## config.mk

```make
export PLATFORM = sky130hd
export DESIGN_NAME = io_mmio_bank_flat
export DESIGN_NICKNAME = d
export VERILOG_FILES = /design/src/rtl/io_mmio_bank_if.sv /design/src/rtl/io_mmio_bank.sv /design/src/flat_wrapper.sv
export SDC_FILE = /design/constraint.sdc
export NUM_CORES = 1
export LEC_CHECK = 0
export BUFFER_PORTS_ARGS = -buffer_cell sky130_fd_sc_hd__buf_2
export CORE_MARGIN = 4
export CORE_UTILIZATION = 53
export DETAILED_ROUTE_END_ITERATION = 8
export GPL_TIMING_DRIVEN = 1
export PLACE_DENSITY = 0.77
export SETUP_SLACK_MARGIN = 0.5
export SKIP_LAST_GASP = 1
export SLEW_MARGIN = 0
export SYNTH_ARGS = -nofsm -noshare
export SYNTH_HDL_FRONTEND = slang
export SYNTH_SLANG_ARGS = --single-unit
export TNS_END_PERCENT = 5
```

## constraint.sdc

```tcl
create_clock -name clk -period 1.69 [get_ports clk]
set_input_delay 0.2535 -clock clk [delete_from_list [all_inputs] [get_ports clk]]
set_output_delay 0.2535 -clock clk [all_outputs]
set_load 0.02 [all_outputs]
```

## src/rtl/io_mmio_bank_if.sv

```systemverilog
// -----------------------------------------------------------------------------
// io_mmio_bank_if
// Load/store bus between the core and the memory-mapped I/O bank.
//   en_store / addr_store / data_store : store request from the core
//   en_load  / addr_load               : load request from the core
//   data_load                          : load data returned by the bank
//   mem_en_load / mem_en_store         : request forwarded to data memory
//                                        when the address misses the window
// Modports: master = core side, slave = I/O bank side.
// -----------------------------------------------------------------------------
interface io_mmio_bank_if #(
    parameter int ADDR_W = 10,
    parameter int DATA_W = 8
);
    logic              en_store;
    logic [ADDR_W-1:0] addr_store;
    logic [DATA_W-1:0] data_store;
    logic              en_load;
    logic [ADDR_W-1:0] addr_load;
    logic [DATA_W-1:0] data_load;
    logic              mem_en_load;
    logic              mem_en_store;

    modport master (
        output en_store, addr_store, data_store, en_load, addr_load,
        input  data_load, mem_en_load, mem_en_store
    );

    modport slave (
        input  en_store, addr_store, data_store, en_load, addr_load,
        output data_load, mem_en_load, mem_en_store
    );
endinterface

```

## src/rtl/io_mmio_bank.sv

```systemverilog
// -----------------------------------------------------------------------------
// io_mmio_bank
// Memory-mapped I/O bank sitting between the core load/store path and data
// memory. A window of 4*N_PORTS words starting at BASE_ADDR is decoded here;
// anything outside is forwarded to memory via mem_en_load / mem_en_store.
// Each port has four registers:
//   +0 OUT    (RW)  drives io_output
//   +1 IN     (RO)  synchronised io_input
//   +2 EDGE   (R/W1C) sticky edge-capture status
//   +3 IRQ_EN (RW)  per-bit interrupt mask
// Ports:
//   clk, rst_n  : clock (rising edge) and asynchronous active-low reset
//   bus         : load/store bus (slave modport)
//   io_input    : asynchronous external inputs, port p at [p*DATA_W +: DATA_W]
//   io_output   : OUT registers, same packing
//   irq         : registered OR over ports of (EDGE & IRQ_EN)
// -----------------------------------------------------------------------------
module io_mmio_bank #(
    parameter int                ADDR_W      = 10,
    parameter int                DATA_W      = 8,
    parameter int                N_PORTS     = 2,
    parameter logic [ADDR_W-1:0] BASE_ADDR   = 10'h3F0,
    parameter int                SYNC_STAGES = 2,
    parameter int                EDGE_MODE   = 0
) (
    input  logic                        clk,
    input  logic                        rst_n,
    io_mmio_bank_if.slave               bus,
    input  logic [N_PORTS*DATA_W-1:0]   io_input,
    output logic [N_PORTS*DATA_W-1:0]   io_output,
    output logic                        irq
);

    localparam int                PW        = N_PORTS * DATA_W;
    localparam int                IDX_W     = ADDR_W - 2;
    localparam logic [ADDR_W-1:0] WIN_WORDS = ADDR_W'(4 * N_PORTS);

    // Register offsets inside a port's 4-word block
    localparam logic [1:0] REG_OUT    = 2'd0;
    localparam logic [1:0] REG_IN     = 2'd1;
    localparam logic [1:0] REG_EDGE   = 2'd2;
    localparam logic [1:0] REG_IRQ_EN = 2'd3;

    // Decode signals
    logic [ADDR_W-1:0]  st_off_s;
    logic [ADDR_W-1:0]  ld_off_s;
    logic               st_in_win_s;
    logic               ld_in_win_s;
    logic [IDX_W-1:0]   st_idx_s;
    logic [IDX_W-1:0]   ld_idx_s;
    logic [1:0]         st_reg_s;
    logic [1:0]         ld_reg_s;
    logic [N_PORTS-1:0] st_sel_s;
    logic [N_PORTS-1:0] ld_sel_s;

    // Per-port write strobes
    logic [N_PORTS-1:0] wr_out_s;
    logic [N_PORTS-1:0] wr_edge_s;
    logic [N_PORTS-1:0] wr_irq_en_s;

    // State
    logic [PW-1:0]      sync_r [SYNC_STAGES];
    logic [PW-1:0]      prev_r;
    logic [PW-1:0]      out_r;
    logic [PW-1:0]      edge_r;
    logic [PW-1:0]      irq_en_r;
    logic               irq_r;

    // Datapath
    logic [PW-1:0]      in_s;
    logic [PW-1:0]      rise_s;
    logic [PW-1:0]      fall_s;
    logic [PW-1:0]      new_edge_s;
    logic [PW-1:0]      edge_nxt_s;
    logic [DATA_W-1:0]  port_rd_s [N_PORTS];
    logic [DATA_W-1:0]  data_load_s;

    assign in_s = sync_r[SYNC_STAGES-1];

    // Address decode for load and store; the two paths are independent
    always_comb begin
        st_off_s    = bus.addr_store - BASE_ADDR;
        ld_off_s    = bus.addr_load - BASE_ADDR;
        // The >= test rejects addresses below BASE whose offset wrapped around
        st_in_win_s = (bus.addr_store >= BASE_ADDR) && (st_off_s < WIN_WORDS);
        ld_in_win_s = (bus.addr_load >= BASE_ADDR) && (ld_off_s < WIN_WORDS);
        st_idx_s    = st_off_s[ADDR_W-1:2];
        ld_idx_s    = ld_off_s[ADDR_W-1:2];
        st_reg_s    = st_off_s[1:0];
        ld_reg_s    = ld_off_s[1:0];
    end

    // One-hot port select for each access path
    always_comb begin
        st_sel_s = '0;
        ld_sel_s = '0;
        for (int p = 0; p < N_PORTS; p++) begin
            st_sel_s[p] = bus.en_store && st_in_win_s && (st_idx_s == IDX_W'(p));
            ld_sel_s[p] = bus.en_load && ld_in_win_s && (ld_idx_s == IDX_W'(p));
        end
    end

    // Store strobes per register; writes to IN are dropped
    always_comb begin
        wr_out_s    = '0;
        wr_edge_s   = '0;
        wr_irq_en_s = '0;
        for (int p = 0; p < N_PORTS; p++) begin
            case (st_reg_s)
                REG_OUT:    wr_out_s[p]    = st_sel_s[p];
                REG_IN:     wr_out_s[p]    = 1'b0;
                REG_EDGE:   wr_edge_s[p]   = st_sel_s[p];
                REG_IRQ_EN: wr_irq_en_s[p] = st_sel_s[p];
                default:    wr_out_s[p]    = 1'b0;
            endcase
        end
    end

    // Memory fallback strobes
    assign bus.mem_en_store = bus.en_store && !st_in_win_s;
    assign bus.mem_en_load  = bus.en_load && !ld_in_win_s;

    // Input synchroniser chain; reset to 0 so a pin held high through reset
    // shows up as a rising edge once reset is released
    always_ff @(posedge clk or negedge rst_n) begin
        if (!rst_n) begin
            for (int i = 0; i < SYNC_STAGES; i++) begin
                sync_r[i] <= '0;
            end
        end else begin
            sync_r[0] <= io_input;
            for (int i = 1; i < SYNC_STAGES; i++) begin
                sync_r[i] <= sync_r[i-1];
            end
        end
    end

    // Previous sample of IN for edge detection
    always_ff @(posedge clk or negedge rst_n) begin
        if (!rst_n) begin
            prev_r <= '0;
        end else begin
            prev_r <= in_s;
        end
    end

    // Edge selection according to the build-time mode
    always_comb begin
        rise_s     = in_s & ~prev_r;
        fall_s     = ~in_s & prev_r;
        new_edge_s = '0;
        case (EDGE_MODE)
            32'sd0:  new_edge_s = rise_s;
            32'sd1:  new_edge_s = fall_s;
            32'sd2:  new_edge_s = rise_s | fall_s;
            default: new_edge_s = rise_s;
        endcase
    end

    // EDGE next value: write-1-to-clear, with a freshly detected edge winning
    // over a same-cycle clear of that bit
    always_comb begin
        edge_nxt_s = '0;
        for (int p = 0; p < N_PORTS; p++) begin
            edge_nxt_s[p*DATA_W +: DATA_W] =
                (edge_r[p*DATA_W +: DATA_W] & ~({DATA_W{wr_edge_s[p]}} & bus.data_store))
                | new_edge_s[p*DATA_W +: DATA_W];
        end
    end

    // OUT, IRQ_EN and EDGE registers
    always_ff @(posedge clk or negedge rst_n) begin
        if (!rst_n) begin
            out_r    <= '0;
            irq_en_r <= '0;
            edge_r   <= '0;
        end else begin
            for (int p = 0; p < N_PORTS; p++) begin
                if (wr_out_s[p]) begin
                    out_r[p*DATA_W +: DATA_W] <= bus.data_store;
                end
                if (wr_irq_en_s[p]) begin
                    irq_en_r[p*DATA_W +: DATA_W] <= bus.data_store;
                end
            end
            edge_r <= edge_nxt_s;
        end
    end

    // Aggregated interrupt, registered one cycle behind EDGE & IRQ_EN
    always_ff @(posedge clk or negedge rst_n) begin
        if (!rst_n) begin
            irq_r <= 1'b0;
        end else begin
            irq_r <= |(edge_r & irq_en_r);
        end
    end

    // Per-port read mux on the register offset
    always_comb begin
        for (int p = 0; p < N_PORTS; p++) begin
            port_rd_s[p] = '0;
            case (ld_reg_s)
                REG_OUT:    port_rd_s[p] = out_r[p*DATA_W +: DATA_W];
                REG_IN:     port_rd_s[p] = in_s[p*DATA_W +: DATA_W];
                REG_EDGE:   port_rd_s[p] = edge_r[p*DATA_W +: DATA_W];
                REG_IRQ_EN: port_rd_s[p] = irq_en_r[p*DATA_W +: DATA_W];
                default:    port_rd_s[p] = '0;
            endcase
        end
    end

    // Combinational load data: OR of the selected port (select is one-hot,
    // all zero on a miss or when no load is requested)
    always_comb begin
        data_load_s = '0;
        for (int p = 0; p < N_PORTS; p++) begin
            data_load_s = data_load_s | ({DATA_W{ld_sel_s[p]}} & port_rd_s[p]);
        end
    end

    assign bus.data_load = data_load_s;
    assign io_output     = out_r;
    assign irq           = irq_r;

endmodule

```

## src/flat_wrapper.sv

```systemverilog
// flat-port wrapper written by rule: the top's interface ports become plain ports
module io_mmio_bank_flat 
#(
    parameter int                ADDR_W      = 10,
    parameter int                DATA_W      = 8,
    parameter int                N_PORTS     = 2,
    parameter logic [ADDR_W-1:0] BASE_ADDR   = 10'h3F0,
    parameter int                SYNC_STAGES = 2,
    parameter int                EDGE_MODE   = 0
)
  (clk, rst_n, io_input, io_output, irq, bus_en_store, bus_addr_store, bus_data_store, bus_en_load, bus_addr_load, bus_data_load, bus_mem_en_load, bus_mem_en_store);
  io_mmio_bank_if #(.ADDR_W(ADDR_W), .DATA_W(DATA_W)) bus_i ();
  input  logic clk;
  input  logic rst_n;
  input  logic [N_PORTS*DATA_W-1:0] io_input;
  output logic [N_PORTS*DATA_W-1:0] io_output;
  output logic irq;
  input wire logic [$bits(bus_i.en_store)-1:0] bus_en_store;
  input wire logic [$bits(bus_i.addr_store)-1:0] bus_addr_store;
  input wire logic [$bits(bus_i.data_store)-1:0] bus_data_store;
  input wire logic [$bits(bus_i.en_load)-1:0] bus_en_load;
  input wire logic [$bits(bus_i.addr_load)-1:0] bus_addr_load;
  output wire logic [$bits(bus_i.data_load)-1:0] bus_data_load;
  output wire logic [$bits(bus_i.mem_en_load)-1:0] bus_mem_en_load;
  output wire logic [$bits(bus_i.mem_en_store)-1:0] bus_mem_en_store;
  assign bus_i.en_store = bus_en_store;
  assign bus_i.addr_store = bus_addr_store;
  assign bus_i.data_store = bus_data_store;
  assign bus_i.en_load = bus_en_load;
  assign bus_i.addr_load = bus_addr_load;
  assign bus_data_load = bus_i.data_load;
  assign bus_mem_en_load = bus_i.mem_en_load;
  assign bus_mem_en_store = bus_i.mem_en_store;
  io_mmio_bank #(.ADDR_W(ADDR_W), .DATA_W(DATA_W), .N_PORTS(N_PORTS), .BASE_ADDR(BASE_ADDR), .SYNC_STAGES(SYNC_STAGES), .EDGE_MODE(EDGE_MODE)) u_core (.clk(clk), .rst_n(rst_n), .bus(bus_i), .io_input(io_input), .io_output(io_output), .irq(irq));
endmodule
```

==> flow_summary.rst <==
.. list-table::
   :header-rows: 1

   * - Metric
     - Value
   * - Dominant synthesized flop cell
     - sky130_fd_sc_hd__dfrtp_1
   * - Buffer levels on the longest clock path
     - 2
   * - Max-Cap Viols
     - 0
   * - Most area-hungry cell type in the Yosys netlist
     - sky130_fd_sc_hd__dfrtp_1
   * - Via-per-instance ratio
     - between 5 and 6
   * - Die area
     - between 8000 and 9000 sq um
   * - Synth Net Count
     - 310
   * - Average instance area after synthesis
     - roughly 15 sq um
   * - Reg-to-reg startpoint
     - u_core.edge_r[14]$_DFF_PN0_
   * - Status
     - finished, violations left
   * - DP Area
     - 4664 sq um
   * - Hold-critical path endpoint
     - u_core.io_output[12]$_DFFE_PN0P_
   * - Total half-perimeter wirelength after legalization and detailed placement
     - between 6000 and 7000 microns
   * - Skew final
     - a little under 0.007 ns
   * - Antenna violations before repair
     - 0
   * - WL final
     - approximately 11000 microns
   * - Worst R2R Setup Slack
     - 0.37 ns
   * - Relative slew slack
     - around 70%
   * - Core ar.
     - ~7300 sq um
   * - Routed Antenna Nets
     - 0
   * - Pin count of the biggest net entering global routing
     - 59
   * - Input/output buffers
     - 74
   * - CTS tree
     - done
   * - Synth warn
     - 0
   * - Global-route usage over all layers
     - approximately a quarter
   * - Measured slew at the worst slew-check pin
     - 0.4542 ns
   * - CTS H-tree depth
     - 3
   * - Required time at the endpoint of the critical path
     - roughly 1.4 ns
   * - Standby leakage power
     - around 2.7 nW
   * - Most common cell in the netlist
     - sky130_fd_sc_hd__dfrtp_1
   * - Sequential cell area fraction in the yosys report
     - 61.37%
   * - Initial DRT Pass Iterations
     - 4
   * - Total congestion overflow
     - 0
   * - Count of cell types in the netlist
     - 29
   * - Proportion of netlist area held by the largest area contributor
     - between 60% and 70%
   * - Clock Root Buffer
     - sky130_fd_sc_hd__clkbuf_8
   * - Via count
     - 3009
   * - Violated checks
     - negative setup slack
   * - Number of cells traversed by the worst register-to-register path
     - 4
   * - Endpoint of the most critical register-to-register path
     - u_core.irq$_DFF_PN0_
   * - Power Dens Cells
     - roughly 850 nW/um^2
   * - Antenna diodes
     - 0
   * - Final Hold Viols
     - 0
   * - Via count of the first global-routing pass
     - a little over 3000
   * - Number of synthesized flops with an enable pin
     - 0
   * - Die Ht
     - between 90 and 100 microns
   * - Final estimated routing congestion in global placement
     - 0.8194
   * - First-pass GRT wire length
     - 16060 microns
   * - Worst voltage drop across the vdd grid
     - approximately 0.56 mV
   * - Asr flop ratio synth
     - between 90% and 100%
   * - Crit path capture type
     - output port
   * - CTS sink count
     - between 90 and 100
   * - Final-report max-slew violation count
     - 0
   * - Insertion delay to the later sink of the worst-skew pair
     - 0.36 ns
   * - Wire per inst
     - 20.77 microns
   * - Reg clk slew, reported paths
     - 0.09 ns
   * - Number of failing setup endpoints in the final timing report
     - 8
   * - Layout-stage area growth over the synthesis result
     - 38.28%
   * - Worst-case setup margin in the final layout
     - -0.1229 ns
   * - Nets
     - 468
   * - Top post-synthesis cells by area
     - sky130_fd_sc_hd__dfrtp_1 (61%), sky130_fd_sc_hd__mux4_2 (9.1%), sky130_fd_sc_hd__mux2_4 (6.1%)
   * - Num rows
     - 31
   * - Top-level I/O count
     - 75
   * - Top cells by count, synth
     - sky130_fd_sc_hd__dfrtp_1 (97), sky130_fd_sc_hd__inv_1 (32)
   * - Register bit total from synthesis
     - 97
   * - Number of stages on the worst hold path
     - 2
   * - Type of origin of the critical path
     - register
   * - RSZ-0062 raised after global routing
     - yes
   * - Hold slack final
     - around 0.20 ns
   * - Final period util
     - 107.3%
   * - Synth Cell Area
     - about 4000 sq um
   * - Syn Inst Count
     - 262
   * - Starting density of the core
     - a little over half
   * - Starting DRT DRC Count
     - 240
   * - Startpoint of the most critical hold path
     - bus_data_store[4]
   * - DRC violation count after routing
     - 0
   * - F_max
     - approximately 550 MHz
   * - Share of layout cells above drive strength 1
     - 54.01%
   * - Crit path DAT
     - between 1.5 and 2 ns
   * - Class of the tightest hold or removal check
     - input port to register
   * - Area of all placed cells without fillers
     - about 5500 sq um
   * - Post-layout minimum cycle time
     - ~1.8 ns
   * - Width of the chip
     - approximately 94 microns
   * - Critical Path Fanout Max
     - 2
   * - Kind of critical path
     - register to output port
   * - Total power
     - 4.636 mW
   * - Setup tns final
     - -0.8123 ns
   * - Clock buffers created by TritonCTS
     - 9
   * - Final-layout fill cell count
     - 437
==> sequential cells by signal, indices dropped and copies added, names as in the netlist <==
signal            flops
u_core.irq            1
u_core.sync_r        16
u_core.in_s          16
u_core.io_output     16
u_core.prev_r        16
u_core.irq_en_r      16
u_core.edge_r        16
==> timing repair <==
item                                    4_1_cts  5_1_grt
cloned                                        0        0
buffers inserted                             35       12
endpoints found under the setup margin       57       60
pin swaps                                     0        1
hold buffers                                 17        0
gates resized for setup                      16       11
hold endpoints to repair                    113        0
==> layer usage <==
layer	vias up	wire, microns	track usage, %	part of all wire, %
li1	1284	-	-	-
met1	1522	4080	31.40	38
met2	170	5505	39.48	51
met3	33	889	6.295	8.2
met4	0	387	11.79	3.6
met5	-	0	0	0
==> worst max path at each step <==
stage,start,end,slack [ns],cells after the start
finish,u_core.edge_r[0]$_DFF_PN0_,bus_data_load[0],-0.12,4
global route,u_core.in_s[0]$_DFF_PN0_,bus_data_load[0],-0.20,4
CTS,u_core.io_output[14]$_DFFE_PN0P_,bus_data_load[6],-0.12,4
detailed placement,bus_addr_store[0],u_core.io_output[6]$_DFFE_PN0P_,-0.02,5
global placement,bus_addr_store[3],u_core.io_output[4]$_DFFE_PN0P_,0.03,5
floorplan,bus_addr_store[0],u_core.io_output[0]$_DFFE_PN0P_,0.18,4
==> cell families (layout without fill, tap and decap cells) <==
family | after synthesis | count (layout) | synth area share [%]
AOI/OAI and AO/OA | 49 | 49 | 8.795
buffers and inverters | 43 | 205 | 4.872
muxes | 48 | 48 | 19.74
DFF | 97 | 97 | 61.37
and+or+nand+nor | 25 | 25 | 5.220
==> worst max-delay path, stage by stage, from the launching register on <==
cell and delay (ns):
sky130_fd_sc_hd__dfrtp_1 0.40, sky130_fd_sc_hd__mux4_2 0.47, sky130_fd_sc_hd__inv_1 0.09, sky130_fd_sc_hd__o22ai_2 0.10
sky130_fd_sc_hd__buf_6 0.14
==> through the flow <==
stage	std cells	setup slack [ns]	utilization (%)
floorplan	262	0.1773	-
global placement	444	0.03116	64.31
detailed placement	444	-0.01591	64.31
CTS	511	-0.1186	73.85
global route	523	-0.1953	75.40
finish	523	-0.1229	75.40
==> final cells by class <==
type	count	area [sq um]	area share (%)
clock buffer	9	123.9	2.265
tap	99	123.9	2.265
sequential	97	2427	44.38
timing repair buffer	158	1171	21.41
multi-input combinational	122	1395	25.51
clock inverter	6	107.6	1.968
inverter	32	120.1	2.196
==> cell usage in the layout, fill, tap and decap left out, drive strengths merged <==
master / netlist / layout
a221oi: 4 / 4
a22o: 4 / 4
and2: 1 / 1
and4: 1 / 1
and4b: 1 / 1
buf: 9 / 141
bufinv: 0 / 3
clkbuf: 2 / 9
clkinv: 0 / 2
clkinvlp: 0 / 1
dfrtp: 97 / 97
dlygate4sd3: 0 / 17
inv: 32 / 32
mux2: 32 / 32
mux4: 16 / 16
nand2: 10 / 10
nand2b: 1 / 1
nand3: 2 / 2
nand3b: 1 / 1
nand4: 1 / 1
nand4b: 3 / 3
nor4: 2 / 2
o21a: 1 / 1
o21ai: 16 / 16
o22ai: 8 / 8
o41ai: 16 / 16
or4: 2 / 2
==> where the power goes <==
group	switching (mW)	internal (mW)
logic	0.232	0.216
clock network	0.789	0.970
registers	0.0358	2.39
No activity file was read; power rests on OpenSTA's default activity.
